===== src/rtl/tut_control_unit.sv =====
// ============================================================================
// Module   : tut_control_unit
// Brief    : Hardwired T-state sequencer driving the tutorial DataPath strobes.
// Revision : 1.0 - initial release
// ============================================================================
`timescale 1ns/1ps
`default_nettype none

module tut_control_unit #(
    parameter int IMM_WIDTH = 16,
    parameter int CNT_WIDTH = 16
) (
    input  logic                 clock,
    input  logic                 clear,
    input  logic [31:0]          instr,
    input  logic                 instr_valid,
    output logic                 instr_ready,
    output logic                 RAin,
    output logic                 RBin,
    output logic                 RZin,
    output logic                 RAout,
    output logic                 RBout,
    output logic                 RZout,
    output logic [31:0]          RegisterAimmediate,
    output logic [31:0]          AddImmediate,
    output logic                 done,
    output logic                 illegal,
    output logic [CNT_WIDTH-1:0] instr_count
);

    typedef enum logic [1:0] {
        S_IDLE = 2'd0,
        S_T0   = 2'd1,
        S_T1   = 2'd2,
        S_DONE = 2'd3
    } state_t;

    localparam logic [3:0]           c_op_nop  = 4'd0;
    localparam logic [3:0]           c_op_ldi  = 4'd1;
    localparam logic [3:0]           c_op_addi = 4'd2;
    localparam logic [3:0]           c_op_mv   = 4'd3;
    localparam logic [CNT_WIDTH-1:0] c_cnt_one = 1;

    state_t               r_state;
    state_t               w_next;
    logic [31:0]          r_ir;
    logic [CNT_WIDTH-1:0] r_count;

    logic [3:0]  w_op;
    logic        w_dst;
    logic        w_src;
    logic [31:0] w_imm;
    logic        w_illegal;
    logic        w_unused_ir;

    assign w_op        = r_ir[31:28];
    assign w_dst       = r_ir[27];
    assign w_src       = r_ir[26];
    assign w_imm       = {{(32-IMM_WIDTH){r_ir[IMM_WIDTH-1]}}, r_ir[IMM_WIDTH-1:0]};
    assign w_illegal   = (w_op > c_op_mv) || ((w_op == c_op_ldi) && w_dst);
    assign w_unused_ir = &{1'b0, r_ir[25:IMM_WIDTH]};
    assign instr_count = r_count;

    always_ff @(posedge clock) begin
        if (clear) begin
            r_state <= S_IDLE;
            r_ir    <= '0;
            r_count <= '0;
        end else begin
            r_state <= w_next;
            if ((r_state == S_IDLE) && instr_valid) begin
                r_ir <= instr;
            end
            if (r_state == S_DONE) begin
                r_count <= r_count + c_cnt_one;
            end
        end
    end

    // Outputs depend only on r_state/r_ir; instr_valid steers next state alone.
    always_comb begin
        w_next             = r_state;
        instr_ready        = 1'b0;
        RAin               = 1'b0;
        RBin               = 1'b0;
        RZin               = 1'b0;
        RAout              = 1'b0;
        RBout              = 1'b0;
        RZout              = 1'b0;
        RegisterAimmediate = 32'h0;
        AddImmediate       = 32'h0;
        done               = 1'b0;
        illegal            = 1'b0;
        case (r_state)
            S_IDLE: begin
                instr_ready = 1'b1;
                if (instr_valid) begin
                    w_next = S_T0;
                end
            end
            S_T0: begin
                case (w_op)
                    c_op_nop: ;
                    c_op_ldi: begin
                        if (!w_dst) begin
                            RegisterAimmediate = w_imm;
                            RAin               = 1'b1;
                        end
                    end
                    c_op_addi: begin
                        AddImmediate = w_imm;
                        RZin         = 1'b1;
                        RAout        = !w_src;
                        RBout        = w_src;
                    end
                    c_op_mv: begin
                        // A move onto itself is a no-op; no bus transfer is made.
                        if (w_src != w_dst) begin
                            RAout = !w_src;
                            RBout = w_src;
                            RAin  = !w_dst;
                            RBin  = w_dst;
                        end
                    end
                    default: ;
                endcase
                w_next = (w_op == c_op_addi) ? S_T1 : S_DONE;
            end
            S_T1: begin
                RZout  = 1'b1;
                RAin   = !w_dst;
                RBin   = w_dst;
                w_next = S_DONE;
            end
            S_DONE: begin
                done    = 1'b1;
                illegal = w_illegal;
                w_next  = S_IDLE;
            end
            default: w_next = S_IDLE;
        endcase
    end

endmodule

`default_nettype wire


===== config.mk =====
export PLATFORM = sky130hd
export DESIGN_NAME = tut_control_unit
export DESIGN_NICKNAME = d
export VERILOG_FILES = /design/src/rtl/tut_control_unit.sv
export SDC_FILE = /design/constraint.sdc
export NUM_CORES = 1
export LEC_CHECK = 0
export BUFFER_PORTS_ARGS = -buffer_cell sky130_fd_sc_hd__buf_2
export CORE_MARGIN = 2
export CORE_UTILIZATION = 35
export CTS_CLUSTER_SIZE = 12
export DETAILED_ROUTE_END_ITERATION = 16
export GPL_TIMING_DRIVEN = 0
export HOLD_SLACK_MARGIN = 0.05
export PLACE_DENSITY = 0.66
export SETUP_SLACK_MARGIN = 0.1
export SKIP_CTS_REPAIR_TIMING = 1
export SLEW_MARGIN = 20
export SYNTH_ARGS = -nofsm -noshare
export SYNTH_HDL_FRONTEND = slang
export SYNTH_SLANG_ARGS = --single-unit

===== constraint.sdc =====
create_clock -name clock -period 2.5 [get_ports clock]
set_clock_uncertainty 0.2 [all_clocks]
set_input_delay 0 -clock clock [delete_from_list [all_inputs] [get_ports clock]]
set_output_delay 0 -clock clock [all_outputs]
set_load 0.01 [all_outputs]

Word level (Yosys, flattened, before mapping)
Index checks and enable logic that the tools add are counted.
Operators by class
  multiplexer cells: 27
  order comparisons: 1
  eq/ne operators: 8
  reduce and logical (&&, ||, !) cells: 6
  add/sub/neg operators: 1
Operator list (count)
  2-to-1 mux 32 bit: 5
  adder 16 x 1 -> 16 bit, second input constant: 1
  2-to-1 mux 1 bit: 15
  case mux 1 bit (2 select lines): 5
  == test 4 x 2 -> 1 bit, second input constant: 2
  case mux 2 bit (4 select lines): 1
  == test 2 bit, second input constant: 2
  == test 4 x 1 -> 1 bit, second input constant: 1
  greater-than comparator 4 x 2 -> 1 bit, second input constant: 1
  == test 2 x 1 -> 1 bit, second input constant: 1
  logical AND 1 bit: 2
  logical NOT 1 bit: 2
  logical NOT 2 bit: 1
  2-to-1 mux 2 bit: 1
  inequality test 2 bit, second input constant: 1
  logical OR 1 bit: 1
  inequality test 1 bit: 1
Word-level totals
  register bits after elaboration: 50
  word-level logic and storage cells: 46

Longest topological paths before layout
  word-level depth: 4
  gate-level depth with buffers: 6
  gate-level depth less buffers: 5

Least setup slack after synthesis
OpenSTA, ideal clock, no wires.
  path kind: reg-to-reg
  from: register r_state[0]
  to: register r_count[15] (netlist: instr_count[15])
  stages on the path, launching flop included: 7
  setup time: 0.121 ns
  buffers on the path: 1
  path slack: 0.541 ns
  data required time: 2.179 ns
  data arrival time: 1.638 ns
  cell sequence: dfxtp_1 > ha_1 > buf_2 > nand4_1 > nor3_1 > nand3_1 > mux2_2
Between the ends
  cells in the longest elaborated chain, start to end: 1
Ends and longest elaborated chain
  start, declared: line 44  | state_t r_state;
  start signal, assigned: line 70  | r_state <= w_next;
  == test 2 bit: line 74  | if (r_state == S_DONE) begin
  end signal, assigned: line 75  | r_count <= r_count + c_cnt_one;
  end, declared: line 47  | logic [CNT_WIDTH-1:0] r_count;
No other way between the ends.
A chain may end at the register's enable or synchronous reset.

Final worst setup path
  from: register r_state[0]
  to: output RegisterAimmediate[11]
Between the ends
  cells in the longest elaborated chain, start to end: 2
Ends and longest elaborated chain
  == test 2 x 1 -> 1 bit: line 94  | case (r_state)
  2-to-1 mux 32 bit: line 94
  end, declared: line 24  | output logic [31:0] RegisterAimmediate,
No other way between the ends.

==> key figures <==
Floorplan
  • Initial Util: 36.4%
  • DIE HEIGHT: 83.0 um
  • Core Area: 0.00599 mm^2
  • DIE AREA: 0.00689 mm^2
  • IO Count: 124
  • Die width: 83.0 um
  • Num rows: 28

Timing
  • Hold_ws: 0.259 ns
  • Slew headroom: 63.9%
  • Worst-Margin Slew: 0.541 ns
  • Fmax: 436 MHz
  • RSZ-0062 raised after global routing: false
  • Hold Fails Final Rpt: 0
  • Final Max Slew Viols: 0
  • Finish-stage setup viols: 0
  • Minimum clock period: 2.29 ns
  • Tcrit/Tclk final: 91.7%
  • Setup TNS: 0 ns

Route
  • Vias per inst: 4.54
  • Vias: 2,276
  • Initial DRC count: 85
  • WL/cell: 11.7 um
  • Antenna Violating Nets Remaining: 0
  • Initial DRT Pass Iterations: 4
  • Drt total wl: 5890 um
  • Drt drc: 0

Worst hold path
  • Hold Crit Class: flip-flop to flip-flop

Yosys
  • Mapped Cells: 276
  • #FFs+latches synth: 40
  • Number of synthesized flops with an enable pin: 0
  • Sequential share of the synthesized area: 36.7%
  • Ys flop type: dfxtp_1
  • Avg Cell Area, Syn: 7.91 um^2
  • Post-synthesis cell type count: 38
  • Post-synthesis cell area: 0.00218 mm^2
  • Ys Warns: 0
  • Post-Syn Nets: 316
  • Asr flop ratio synth: 0%

Layout
  • Commonest non-fill, non-tap cell in the layout: buf_2
  • Fin nets: 465
  • Non-Filler Instances: 501
  • Diode count: 0
  • Area Overhead vs Synth: 49.6%
  • Share of cells above drive strength 1: 39.9%
  • Most frequent cells in the layout: 116 x buf_2, 52 x nand2_1, 40 x dfxtp_1

Clock tree
  • H-tree depth: 2
  • Root buffer cell: clkbuf_8
  • Clock transition at path regs: 0.09 ns
  • Inserted Clock Buffers: 5
  • CTS max path bufs: 2
  • CTS tree: done
  • CTS Sinks: 40
  • Clock Latency Late Sink: 0.29 ns

Placement
  • DP Wirelength: 4170 um
  • IO buf count: 113
  • Placer Congestion: 0.792
  • Inst Count DP: 464

Worst setup path
  • CP top delay family: simple AND/OR/NAND/NOR gates
  • Worst setup EP type: primary output
  • Crit-path slowest cell: nor4b_4
  • CP required: 2.30 ns
  • Crit path max fanout: 10
  • Crit path buffers/inverters: 2
  • CP Cell Sequence: ha_2 > nand2_1 > nor4b_4 > clkbuf_2 > and2_1 > buf_2
  • CP startpoint kind: flip-flop
  • Setup Crit Path Kind: flip-flop to primary output
  • Worst path max stage delay: 0.43 ns
  • Crit path DAT: 2.09 ns

Power and ir drop
  • VDD IR max: 308 uV
  • Pleak: 1.70 nW
  • Power Density: 582 mW/mm^2

GRT
  • Vias in the first global route: 1,781
  • Largest net degree at the start of global routing: 18
  • Total gr overflow: 0
  • Total GRT Usage: 15.1%
  • First-pass GRT wire length: 8630 um
  • Antenna violations before repair: 0

Status
  • Status: complete, no violations

Run
  • Max Cap Violations: 0
==> sequential cells by signal (all words and copies together), names as in the netlist <==
register / flops
r_state: 2
instr_count: 16
r_ir: 22
==> routing by layer <==
metal  vias to the layer above  wire (um)  global-route usage (%)
met2                        81       2940                    25.1
li1                       1170          -                       -
met5                         -          0                       0
met1                      1021       2490                    18.8
met3                         4        415                    5.37
met4                         0         40                    3.58
==> power by group <==
part           switching [mW]  internal, mW  leakage (nW)
registers              0.0765         0.725         0.326
clock network           0.243         0.301        0.0548
logic                   0.316         0.241          1.32
total                   0.636          1.27          1.70
==> layout make-up <==
type / instances / area (um^2)
inverters: 5 / 18.8
flip-flops and latches: 40 / 801
clock inverters: 3 / 46.3
repair buffers: 142 / 848
multi-input cells: 187 / 1100
clock buffers: 5 / 68.8
well taps: 75 / 93.8
fillers: 577 / 2720
plain buffers: 44 / 290
==> Yosys cell counts, types with 2 or more instances <==
cell type	number	area [um^2]
buf_2	3	15.0
nand2_1	52	195
xnor2_1	7	61.3
nand2b_1	2	12.5
or3_1	3	18.8
mux2i_1	2	20.0
buf_4	32	240
and2_1	32	200
nor4_1	3	18.8
and3_1	3	18.8
nor3_1	2	10.0
inv_1	5	18.8
nor2_1	19	71.3
o21ai_0	3	15.0
nand4_1	4	25.0
clkbuf_1	9	33.8
dfxtp_1	40	801
ha_1	5	62.6
nand3_1	3	15.0
a21oi_1	26	130
xor2_1	4	35.0
==> path summary, 6_finish.rpt <==
path / from / to / slack [ns] / depth (start not counted)
hold reg to reg: r_ir[6] / r_ir[6] / 0.26 / 2
setup reg to reg: r_state[0] / instr_count[15] / 0.32 / 6
setup / recovery: r_state[0] / RegisterAimmediate[11] / 0.21 / 6
hold / removal: r_ir[6] / r_ir[6] / 0.26 / 2
==> cell families (layout without fill, tap and decap cells) <==
family	count (synthesis)	in the layout	synth area share, %
simple gates	132	132	31.2
compound gates	36	36	9.28
mux	3	3	1.43
xor+xnor	11	11	4.41
fa+ha+maj	5	5	2.87
buf+inv	49	199	14.1
flops	40	40	36.7
==> per-stage QoR <==
stage               util, %  power (mW)  worst slack, ns  area (um^2)
floorplan                 -        1.15            0.541         2180
global placement       47.5        1.30            0.111         2840
detailed placement     47.5        1.32           0.0385         2840
CTS                    49.4        1.86           -0.306         2960
global route           54.5        2.05           0.0528         3270
finish                 54.5        1.90            0.207         3270
==> tightest hold or removal path, cell delays in order (launching register included) <==
cell     delay, ns
dfxtp_1       0.32
nand2_1       0.05
a21oi_1       0.05
Power figures use the tool's default switching activity.
